$ cat src/rtl/uxa_ps2_pkg.sv
// rtl/uxa_ps2_pkg.sv - shared PS/2 constants, byte type and odd-parity check
package uxa_ps2_pkg;

    localparam int PS2_BYTE_W       = 8;
    localparam int PS2_RXQ_DEPTH    = 16;
    localparam int PS2_RXQ_HEADROOM = 2;

    typedef logic [PS2_BYTE_W-1:0] ps2_byte_t;

    // PS/2 frames carry odd parity over the data byte plus the parity bit.
    function automatic logic ps2_odd_parity_ok(input ps2_byte_t d, input logic p);
        return ^{d, p};
    endfunction

endpackage

$ cat src/rtl/uxa_ps2_rxq_if.sv
// rtl/uxa_ps2_rxq_if.sv - deserializer/host side bundle of the PS/2 receive queue
// parity_i/perr_o exist only when UXA_PS2_RXQ_PARITY_EN is defined.
interface uxa_ps2_rxq_if #(
    parameter int DEPTH = 16
);
    import uxa_ps2_pkg::*;

    localparam int CW = $clog2(DEPTH) + 1;

    ps2_byte_t     d_i;
    logic          frame_i;
    logic          rd_i;
    logic          clr_i;
    ps2_byte_t     data_o;
    logic          valid_o;
    logic [CW-1:0] count_o;
    logic          ovf_o;
    logic          inhibit_o;
`ifdef UXA_PS2_RXQ_PARITY_EN
    logic          parity_i;
    logic          perr_o;

    modport master (output d_i, frame_i, rd_i, clr_i, parity_i,
                    input  data_o, valid_o, count_o, ovf_o, inhibit_o, perr_o);
    modport slave  (input  d_i, frame_i, rd_i, clr_i, parity_i,
                    output data_o, valid_o, count_o, ovf_o, inhibit_o, perr_o);
`else
    modport master (output d_i, frame_i, rd_i, clr_i,
                    input  data_o, valid_o, count_o, ovf_o, inhibit_o);
    modport slave  (input  d_i, frame_i, rd_i, clr_i,
                    output data_o, valid_o, count_o, ovf_o, inhibit_o);
`endif

endinterface

$ cat src/rtl/uxa_ps2_sfifo.sv
// rtl/uxa_ps2_sfifo.sv - generic synchronous FWFT FIFO with push/pop/clr, count, full, empty
module uxa_ps2_sfifo #(
    parameter int W     = 8,
    parameter int DEPTH = 16
) (
    input  logic                       clk_i,
    input  logic                       rst_ni,
    input  logic                       push_i,
    input  logic [W-1:0]               din_i,
    input  logic                       pop_i,
    input  logic                       clr_i,
    output logic [W-1:0]               dout_o,
    output logic [$clog2(DEPTH):0]     count_o,
    output logic                       full_o,
    output logic                       empty_o,
    output logic                       push_ok_o,
    output logic                       pop_ok_o
);
    localparam int AW = $clog2(DEPTH);
    localparam int PW = AW + 1;

    logic [PW-1:0] wr_q, wr_d;
    logic [PW-1:0] rd_q, rd_d;
    logic [W-1:0]  mem_q [DEPTH];

    assign empty_o   = (wr_q == rd_q);
    assign full_o    = (wr_q[AW] != rd_q[AW]) && (wr_q[AW-1:0] == rd_q[AW-1:0]);
    assign pop_ok_o  = pop_i & ~empty_o & ~clr_i;
    // A pop in the same cycle frees the slot the push lands in.
    assign push_ok_o = push_i & ~clr_i & (~full_o | pop_ok_o);
    assign count_o   = wr_q - rd_q;
    assign dout_o    = empty_o ? '0 : mem_q[rd_q[AW-1:0]];

    always_comb begin
        wr_d = wr_q;
        rd_d = rd_q;
        if (clr_i) begin
            wr_d = '0;
            rd_d = '0;
        end else begin
            if (push_ok_o) wr_d = wr_q + PW'(1);
            if (pop_ok_o)  rd_d = rd_q + PW'(1);
        end
    end

    always_ff @(posedge clk_i or negedge rst_ni) begin
        if (!rst_ni) begin
            wr_q <= '0;
            rd_q <= '0;
        end else begin
            wr_q <= wr_d;
            rd_q <= rd_d;
        end
    end

    always_ff @(posedge clk_i) begin
        if (push_ok_o) mem_q[wr_q[AW-1:0]] <= din_i;
    end

endmodule

$ cat src/rtl/uxa_ps2_rxq.sv
// rtl/uxa_ps2_rxq.sv - PS/2 receive queue: frame edge capture, FIFO, overflow and clock-inhibit
// Optional parity screening with sticky perr_o under UXA_PS2_RXQ_PARITY_EN.
module uxa_ps2_rxq
    import uxa_ps2_pkg::*;
#(
    parameter int DEPTH    = PS2_RXQ_DEPTH,
    parameter int HEADROOM = PS2_RXQ_HEADROOM
) (
    input  logic         sys_clk_i,
    input  logic         reset_ni,
    uxa_ps2_rxq_if.slave q
);
    localparam int            CW     = $clog2(DEPTH) + 1;
    localparam logic [CW-1:0] THRESH = CW'(DEPTH - HEADROOM);

    logic          frame_q;
    logic          ovf_q, ovf_d;
    logic          inhibit_q, inhibit_d;
    logic          push_evt, byte_ok, fifo_push;
    logic          push_ok, pop_ok, full, empty;
    logic [CW-1:0] count, count_d;
    ps2_byte_t     head;

    assign push_evt = q.frame_i & ~frame_q;

`ifdef UXA_PS2_RXQ_PARITY_EN
    logic perr_q, perr_d;
    assign byte_ok  = ps2_odd_parity_ok(q.d_i, q.parity_i);
    assign q.perr_o = perr_q;
`else
    assign byte_ok = 1'b1;
`endif

    assign fifo_push = push_evt & byte_ok;

    uxa_ps2_sfifo #(
        .W     (PS2_BYTE_W),
        .DEPTH (DEPTH)
    ) u_fifo (
        .clk_i     (sys_clk_i),
        .rst_ni    (reset_ni),
        .push_i    (fifo_push),
        .din_i     (q.d_i),
        .pop_i     (q.rd_i),
        .clr_i     (q.clr_i),
        .dout_o    (head),
        .count_o   (count),
        .full_o    (full),
        .empty_o   (empty),
        .push_ok_o (push_ok),
        .pop_ok_o  (pop_ok)
    );

    // Inhibit is registered from the post-edge occupancy so it moves with count_o.
    always_comb begin
        count_d = q.clr_i ? '0 : count + CW'(push_ok) - CW'(pop_ok);
        inhibit_d = (count_d >= THRESH);
        ovf_d = ovf_q;
        if (q.clr_i)
            ovf_d = 1'b0;
        else if (fifo_push && full && !pop_ok)
            ovf_d = 1'b1;
`ifdef UXA_PS2_RXQ_PARITY_EN
        perr_d = perr_q;
        if (q.clr_i)
            perr_d = 1'b0;
        else if (push_evt && !byte_ok)
            perr_d = 1'b1;
`endif
    end

    // frame_q resets high so a frame already asserted at release is not taken as a new byte.
    always_ff @(posedge sys_clk_i or negedge reset_ni) begin
        if (!reset_ni) begin
            frame_q   <= 1'b1;
            ovf_q     <= 1'b0;
            inhibit_q <= 1'b0;
`ifdef UXA_PS2_RXQ_PARITY_EN
            perr_q    <= 1'b0;
`endif
        end else begin
            frame_q   <= q.frame_i;
            ovf_q     <= ovf_d;
            inhibit_q <= inhibit_d;
`ifdef UXA_PS2_RXQ_PARITY_EN
            perr_q    <= perr_d;
`endif
        end
    end

    assign q.data_o    = head;
    assign q.valid_o   = ~empty;
    assign q.count_o   = count;
    assign q.ovf_o     = ovf_q;
    assign q.inhibit_o = inhibit_q;

endmodule

$ cat src/flat_wrapper.sv
// flat-port wrapper written by rule: the top's interface ports become plain ports
module uxa_ps2_rxq_flat import uxa_ps2_pkg::*;
#(
    parameter int DEPTH    = PS2_RXQ_DEPTH,
    parameter int HEADROOM = PS2_RXQ_HEADROOM
)
  (sys_clk_i, reset_ni, q_d_i, q_frame_i, q_rd_i, q_clr_i, q_data_o, q_valid_o, q_count_o, q_ovf_o, q_inhibit_o);
  uxa_ps2_rxq_if #(.DEPTH(DEPTH)) q_i ();
  input  logic sys_clk_i;
  input  logic reset_ni;
  input wire logic [$bits(q_i.d_i)-1:0] q_d_i;
  input wire logic [$bits(q_i.frame_i)-1:0] q_frame_i;
  input wire logic [$bits(q_i.rd_i)-1:0] q_rd_i;
  input wire logic [$bits(q_i.clr_i)-1:0] q_clr_i;
  output wire logic [$bits(q_i.data_o)-1:0] q_data_o;
  output wire logic [$bits(q_i.valid_o)-1:0] q_valid_o;
  output wire logic [$bits(q_i.count_o)-1:0] q_count_o;
  output wire logic [$bits(q_i.ovf_o)-1:0] q_ovf_o;
  output wire logic [$bits(q_i.inhibit_o)-1:0] q_inhibit_o;
  assign q_i.d_i = q_d_i;
  assign q_i.frame_i = q_frame_i;
  assign q_i.rd_i = q_rd_i;
  assign q_i.clr_i = q_clr_i;
  assign q_data_o = q_i.data_o;
  assign q_valid_o = q_i.valid_o;
  assign q_count_o = q_i.count_o;
  assign q_ovf_o = q_i.ovf_o;
  assign q_inhibit_o = q_i.inhibit_o;
  uxa_ps2_rxq #(.DEPTH(DEPTH), .HEADROOM(HEADROOM)) u_core (.sys_clk_i(sys_clk_i), .reset_ni(reset_ni), .q(q_i));
endmodule
$ cat config.mk
export PLATFORM = sky130hd
export DESIGN_NAME = uxa_ps2_rxq_flat
export DESIGN_NICKNAME = d
export VERILOG_FILES = /design/src/rtl/uxa_ps2_pkg.sv /design/src/rtl/uxa_ps2_rxq_if.sv /design/src/rtl/uxa_ps2_sfifo.sv /design/src/rtl/uxa_ps2_rxq.sv /design/src/flat_wrapper.sv
export SDC_FILE = /design/constraint.sdc
export NUM_CORES = 1
export LEC_CHECK = 0
export CAP_MARGIN = 10
export CORE_ASPECT_RATIO = 1.5
export CORE_MARGIN = 2
export CORE_UTILIZATION = 40
export DETAILED_ROUTE_END_ITERATION = 8
export GPL_TIMING_DRIVEN = 0
export PLACE_DENSITY_LB_ADDON = 0.05
export SYNTH_ARGS = -nofsm -noshare
export SYNTH_HDL_FRONTEND = slang
export SYNTH_HIERARCHICAL = 1
export SYNTH_SLANG_ARGS = --single-unit
$ cat constraint.sdc
create_clock -name sys_clk_i -period 5.6 [get_ports sys_clk_i]
set_clock_uncertainty 0.15 [all_clocks]
set_input_delay 1.12 -clock sys_clk_i [delete_from_list [all_inputs] [get_ports sys_clk_i]]
set_output_delay 1.12 -clock sys_clk_i [all_outputs]
set_load 0.005 [all_outputs]
==> results of run 1 <==
worst register-to-register path, delay by kind of cell, from the launching register on:
family / cells / cell delay (ns)
fa+ha+maj: 4 / 1.36
compound gates: 4 / 1.05
xor+xnor: 1 / 0.13
buf+inv: 3 / 0.87
flops: 1 / 0.39
simple gates: 2 / 0.44
worst max-delay path by stage:
stage / end / startpoint / slack [ns]
floorplan: u_core/q.inhibit_o$_DFF_PN0_ / u_core/u_fifo/rd_q[2]$_DFFE_PN0P_ / 1.98
global placement: u_core/q.inhibit_o$_DFF_PN0_ / u_core/u_fifo/rd_q[2]$_DFFE_PN0P_ / 1.15
detailed placement: u_core/q.inhibit_o$_DFF_PN0_ / u_core/u_fifo/rd_q[2]$_DFFE_PN0P_ / 1.07
CTS: q_data_o[1] / u_core/u_fifo/rd_q[2]$_DFFE_PN0P_ / 0.81
global route: q_data_o[0] / u_core/u_fifo/rd_q[2]$_DFFE_PN0P_ / 0.58
finish: q_data_o[7] / u_core/u_fifo/rd_q[2]$_DFFE_PN0P_ / 0.85
sequential cells by signal, summed over array words and instances, names as in the netlist:
signal and count:
u_core/u_fifo/wr_q 5, u_core/frame_q 1, u_core/q.ovf_o 1, u_core/q.inhibit_o 1
u_core/u_fifo/rd_q 5, u_core/u_fifo/mem_q 128
power by group:
| part | internal, mW | switching (mW) | total [mW] |
|---|---|---|---|
| registers | 1.16 | 0.00658 | 1.16 |
| clock network | 0.709 | 0.444 | 1.15 |
| logic | 0.200 | 0.187 | 0.386 |
| total | 2.07 | 0.637 | 2.70 |
kinds of logic after synthesis:
kind of cell    Yosys count  synth area share [%]
compound gates           29                  3.29
mux                      42                  13.9
simple gates             66                  5.20
xor+xnor                 14                  2.29
flops                   141                  69.3
buf+inv                  32                  2.39
fa+ha+maj                16                  3.58
metrics by stage:
step           total power, mW  area [µm²]  instances  hold WS (ns)
6_report                  2.70        7180        600         0.346
5_1_grt                   2.81        7180        600         0.403
4_1_cts                   2.74        7180        600         0.352
3_5_place_dp              1.58        6570        568         0.338
3_3_place_gp              1.58        6540        564         0.335
2_1_floorplan             1.43        6010        340         0.336
placed cells by master (no fill, tap or decap), drive strengths merged, types with 3 or more instances in the layout:
cell           Yosys  routed
a21o               4       4
inv               17      22
and3               7       7
mux4              33      33
clkbuf             6      24
buf                8      12
edfxtp           128     128
xor2               6       6
mux2i              9       9
a211oi             7       7
nand2             19      19
dfrtp             12      12
or3                3       3
o21ai              4       4
bufinv             0       3
nor2              23      23
a21oi              8       8
ha                14      14
xnor2              8       8
clkdlybuf4s50      0      28
nand4              3       3
nor3               4       4
clkinvlp           0       5
per-layer routing:
layer	part of all wire (%)	GRT usage [%]
met1	42	21.9
met2	53	30.6
met3	3.2	3.67
met4	2.5	8.24
met5	0	0
area by class of cell:
class / count / share of cell area (%)
buffer: 14 / 1.06
clock buffer: 18 / 5.98
clock inverter: 14 / 2.55
inverter: 18 / 0.941
multi-input combinational: 167 / 23.7
sequential: 141 / 58.1
tap: 196 / 3.42
timing repair buffer: 32 / 4.25
==> key figures, run 1 <==
Outcome
  • Status: completed

Route
  • Vias per cell: 5.23
  • Post-DRT Antenna Nets: 0
  • Initial DRC Count: 152
  • DR pass1 iterations: 6
  • DRC: 0
  • Vias: 3,139
  • Total Wirelength: ~13,000 µm
  • Average routed wire per standard cell: 22.0 µm

CTS
  • Post-CTS setup buffers: 0
  • Max Root-Sink Buffers: 2
  • H-tree depth: 4
  • Clock slew seen by the registers of the worst setup and hold paths: 0.06 ns
  • Skew-Pair Late Insertion Delay: between 0.4 and 0.5 ns
  • Cts hold-fix bufs: 0
  • Root Buffer: clkbuf_16
  • CTS Sinks: 141
  • Post-CTS sizing: 0
  • CTS tree: done
  • CTS Buf Count: 17

Global route
  • Vias in the first global route: 3,364
  • Largest net degree at the start of global routing: 17
  • Antenna violations before repair: 0
  • GRT Total Usage: about 18%
  • Grt total ovfl: 0
  • First-pass GRT wire length: 20,700 µm

Finish
  • Diode count: 0
  • Final nets: 420
  • Final core occ: 49.0%
  • FILL cells: 1,267
  • Synthesis-to-finish area growth: 19.3%
  • Area of the multi-input gates: 1700 µm²
  • Register area: 4170 µm²
  • Fraction of layout cells with a size suffix above 1: about 20%

Yosys
  • Synth area leader: edfxtp_1
  • Synth Flop Type: edfxtp_1
  • Sequential area share after synthesis: 69.3%
  • Post-synth top cells: 128 x edfxtp_1, 32 x mux4_2, 23 x nor2_1
  • Yosys cell types: 43
  • Post-synth top area share: a little under two thirds
  • Avg Inst Size Synth: 17.7 µm²
  • Count leader, synth: edfxtp_1
  • Synthesis Warnings: 6
  • Yosys reg bits: 141
  • Post-synth EDFFs: roughly 130
  • Syn Nets: between 300 and 400
  • Synth top area cells: edfxtp_1 64%, mux4_2 12%, dfrtp_1 5.0%
  • Post-synth ARST share: 9.22%
  • Post-synthesis cell count: 340
  • Mapped Area: approximately 6000 µm²

Worst hold path
  • Hold WC Path Type: reg2reg
  • Hold Path Origin: u_core/q.ovf_o$_DFFE_PN0P_
  • Worst hold path depth: 2
  • Hold EP: u_core/q.ovf_o$_DFFE_PN0P_

Worst setup path
  • Largest driver fanout on the critical path: 10
  • Setup Crit Path Kind: reg2out
  • Critical path depth: 8
  • Worst path top cell family by delay: buffers and inverters
  • Worst reg2reg startpoint: u_core/u_fifo/rd_q[2]$_DFFE_PN0P_
  • CP cell instances: clkbuf_1 > inv_2 > ha_1 > nand4_1 > nor2_1 > buf_2 > a211oi_1 > clkdlybuf4s50_1
  • CP required: 4.33 ns
  • Slowest Stage Delay on Critical Path: 0.56 ns
  • Worst Path Buf+Inv: 4
  • Crit path max-delay cell type: clkdlybuf4s50_1
  • CP Capture Type: output port
  • Crit path DAT: 3.48 ns
  • Flop2flop setup slack: 1.08 ns
  • Worst r2r dst: u_core/q.inhibit_o$_DFF_PN0_
  • Reg2Reg Depth: 14
  • Critical Path Source Type: flop

Timing
  • Setup WS post-layout: 0.853 ns
  • Sum Neg Setup Slack: 0 ns
  • Max frequency: approximately 210 MHz
  • Relative slew margins: 26.4%
  • Slew Limit Fails: 0
  • Unrepaired setup endpoints after global routing: false
  • Endpoints failing setup: 0
  • Worst-Margin Slew: 1.10 ns
  • Post-layout minimum cycle time: 4.75 ns
  • Final Hold Viols: 0
  • Post-route clock period utilization: a little over four fifths

Floorplanning
  • Row cnt: 54
  • Chip height: ~150 µm
  • I/O pins: 29
  • Die width: ~100 µm
  • Total core area: between 10,000 and 15,000 µm²
  • Die Area: 16,100 µm²
  • Initial Util: 41.0%

Placed design
  • I/O Buffers: 28
  • DP Wirelength: 9240 µm
  • Gp weighted congestion: 0.786
  • Dpl ws: ~1.1 ns

Flow run
  • MaxCap Viol Count: 0

Pwr
  • Leak: 2.43 nW
  • PwrDens: 377 nW/µm²
  • Peak supply drop: 0.251 mV
Note: power is estimated with default switching activity, not from simulation.
==> run 2: changes to the inputs <==
==> constraint.sdc (replaced) <==
create_clock -name sys_clk_i -period 4.64 [get_ports sys_clk_i]
set_clock_uncertainty 0.15 [all_clocks]
set_input_delay 0.928 -clock sys_clk_i [delete_from_list [all_inputs] [get_ports sys_clk_i]]
set_output_delay 0.928 -clock sys_clk_i [all_outputs]
set_load 0.005 [all_outputs]
==> run 2 against run 1 <==
Compared with the run above:
- global-route usage unchanged
- critical endpoint unchanged
- critical path type unchanged
- sequential power grew 22%
- utilization about the same
- count of clock-buffer cells in the layout unchanged
- largest cell class unchanged
- routed wire length shrank 0.38%
- worst hold slack is essentially flat
- worst setup slack got worse by 0.51 ns
- register-to-register slack worse by 0.50 ns
- via count is 0.57% lower
- non-clock buffer count is 1 lower
==> key figures, run 2 (synthesis results as in run 1) <==
Outcome
  • Status: completed

CTS
  • CTS Buf Count: 17
  • CTS Sinks: 141
  • Root Buffer: clkbuf_16
  • H-tree depth: 4
  • Clock slew seen by the registers of the worst setup and hold paths: 0.06 ns
  • Skew-Pair Late Insertion Delay: just over 0.4 ns
  • Post-CTS setup buffers: 0
  • Max Root-Sink Buffers: 2
  • Post-CTS sizing: 0
  • CTS tree: done
  • Cts hold-fix bufs: 0

Worst setup path
  • Crit. Startpoint: u_core/u_fifo/rd_q[2]$_DFFE_PN0P_
  • CP Capture Type: output port
  • Reg2Reg Depth: 13
  • Largest driver fanout on the critical path: 12
  • Worst path top cell family by delay: buffers and inverters
  • Critical path depth: 7
  • Setup Crit Path Kind: reg2out
  • Crit path max-delay cell type: dfrtp_1
  • Flop2flop setup slack: slightly below 0.6 ns
  • Worst reg2reg startpoint: u_core/u_fifo/rd_q[2]$_DFFE_PN0P_
  • CP Capture Point: q_data_o[7]
  • Crit path DAT: 3.22 ns
  • CP required: about 3.6 ns
  • Slowest Stage Delay on Critical Path: 0.70 ns
  • Critical Path Source Type: flop
  • Worst Path Buf+Inv: 3
  • CP cell instances: inv_2 > ha_1 > nand4_1 > nor2_1 > buf_2 > a211oi_1 > clkdlybuf4s50_1
  • Worst r2r dst: u_core/q.inhibit_o$_DFF_PN0_

Finish
  • Register area: approximately 4200 µm²
  • Diode count: 0
  • Final nets: 419
  • Synthesis-to-finish area growth: 19.3%
  • Most frequent cells in the layout: 128 x edfxtp_1, 32 x mux4_2, 28 x clkdlybuf4s50_1
  • Max reg flops: 128
  • Commonest non-fill, non-tap cell in the layout: edfxtp_1
  • Area of the multi-input gates: 1700 µm²
  • FILL cells: 1,266
  • Fraction of layout cells with a size suffix above 1: around 20%

Floorplanning
  • Row cnt: 54
  • Initial Util: just over 40%
  • Die width: 104 µm
  • Total core area: 14,700 µm²
  • Chip height: 154 µm
  • Die Area: between 15,000 and 20,000 µm²
  • I/O pins: 29

Timing
  • Worst-Margin Slew: roughly 1.1 ns
  • Post-layout minimum cycle time: 4.30 ns
  • Unrepaired setup endpoints after global routing: false
  • Relative slew margins: 24.4%
  • Post-route clock period utilization: 92.7%
  • Setup WS post-layout: 0.340 ns
  • Max frequency: between 200 and 250 MHz
  • Sum Neg Setup Slack: 0 ns
  • Slew Limit Fails: 0
  • Final Hold Viols: 0
  • Endpoints failing setup: 0

Global route
  • Antenna violations before repair: 0
  • First-pass GRT wire length: 20,700 µm
  • Largest net degree at the start of global routing: 17
  • Grt total ovfl: 0
  • Vias in the first global route: roughly 3,400
  • GRT Total Usage: 17.9%

Worst hold path
  • Hold WC Path Type: reg2reg

Route
  • DR pass1 iterations: 4
  • Vias per cell: 5.21
  • Average routed wire per standard cell: roughly 22 µm
  • Post-DRT Antenna Nets: 0
  • Total Wirelength: 13,100 µm
  • Vias: 3,121
  • Initial DRC Count: approximately 170
  • DRC: 0

Placed design
  • Dpl ws: 0.107 ns
  • Gp weighted congestion: 0.786
  • I/O Buffers: 28
  • DP Wirelength: 9240 µm

Pwr
  • Peak supply drop: 0.302 mV
  • PwrDens: between 400 and 500 nW/µm²
  • Leak: 2.43 nW

Flow run
  • MaxCap Viol Count: 0
==> run 2: cell types whose count changed in the layout (fill, tap and decap cells not counted) <==
cell      change
o21ai_0       -1
o21ai_1       +1
clkbuf_1      -1
==> run 2: worst min-delay path by stage <==
stage	slack (ns)	startpoint	cells past startpoint	endpoint
floorplan	0.34	u_core/q.ovf_o$_DFFE_PN0P_	2	u_core/q.ovf_o$_DFFE_PN0P_
global placement	0.34	u_core/q.ovf_o$_DFFE_PN0P_	2	u_core/q.ovf_o$_DFFE_PN0P_
detailed placement	0.34	u_core/q.ovf_o$_DFFE_PN0P_	2	u_core/q.ovf_o$_DFFE_PN0P_
CTS	0.35	u_core/q.ovf_o$_DFFE_PN0P_	2	u_core/q.ovf_o$_DFFE_PN0P_
global route	0.40	u_core/q.ovf_o$_DFFE_PN0P_	2	u_core/q.ovf_o$_DFFE_PN0P_
finish	0.35	u_core/q.ovf_o$_DFFE_PN0P_	2	u_core/q.ovf_o$_DFFE_PN0P_
==> run 2: power by group <==
part	internal, mW	total (mW)	switching [mW]
logic	0.241	0.466	0.225
clock network	0.856	1.39	0.536
registers	1.40	1.41	0.00796
total	2.49	3.26	0.769
==> run 2: final cells by class <==
cell class	instances	share of cell area [%]
sequential	141	58.1
clock inverter	14	2.55
multi-input combinational	167	23.7
clock buffer	18	5.98
tap	196	3.42
buffer	13	1.01
inverter	18	0.942
timing repair buffer	32	4.26
==> run 2: through the flow <==
stage	instance area, µm²	utilization, %	power, mW	std cells	hold slack [ns]
floorplan	6010	-	1.73	340	0.336
global placement	6540	44.6	1.91	564	0.335
detailed placement	6570	44.8	1.91	568	0.338
CTS	7180	49.0	3.31	600	0.352
global route	7170	48.9	3.39	599	0.403
finish	7170	48.9	3.26	599	0.346
==> run 2: routing by layer <==
metal	vias to the layer above	wire, µm	global-route usage [%]
li1	1428	-	-
met5	-	0	0
met3	20	334	3.67
met4	0	327	8.24
met2	65	6930	30.6
met1	1608	5540	21.9
==> run 2: worst reg2reg max path, cell delays in order (launching register included) <==
cell     delay, ns
dfrtp_1       0.70
inv_2         0.28
ha_1          0.44
nand4_1       0.31
o21ai_1       0.44
nor2_1        0.11
ha_1          0.30
inv_1         0.04
ha_1          0.19
fa_1          0.41
a21o_1        0.19
a21oi_2       0.14
xnor2_1       0.13
o22ai_1       0.10
==> run 3: changes to the inputs <==
--- a/config.mk
+++ b/config.mk
@@ -11,6 +11,7 @@
 export CORE_UTILIZATION = 40
 export DETAILED_ROUTE_END_ITERATION = 8
 export GPL_TIMING_DRIVEN = 0
+export HOLD_SLACK_MARGIN = 0.12
 export PLACE_DENSITY_LB_ADDON = 0.05
 export SYNTH_ARGS = -nofsm -noshare
 export SYNTH_HDL_FRONTEND = slang
==> results of run 3 <==
No change in the layout: final DEF, timing and power equal those of run 2.
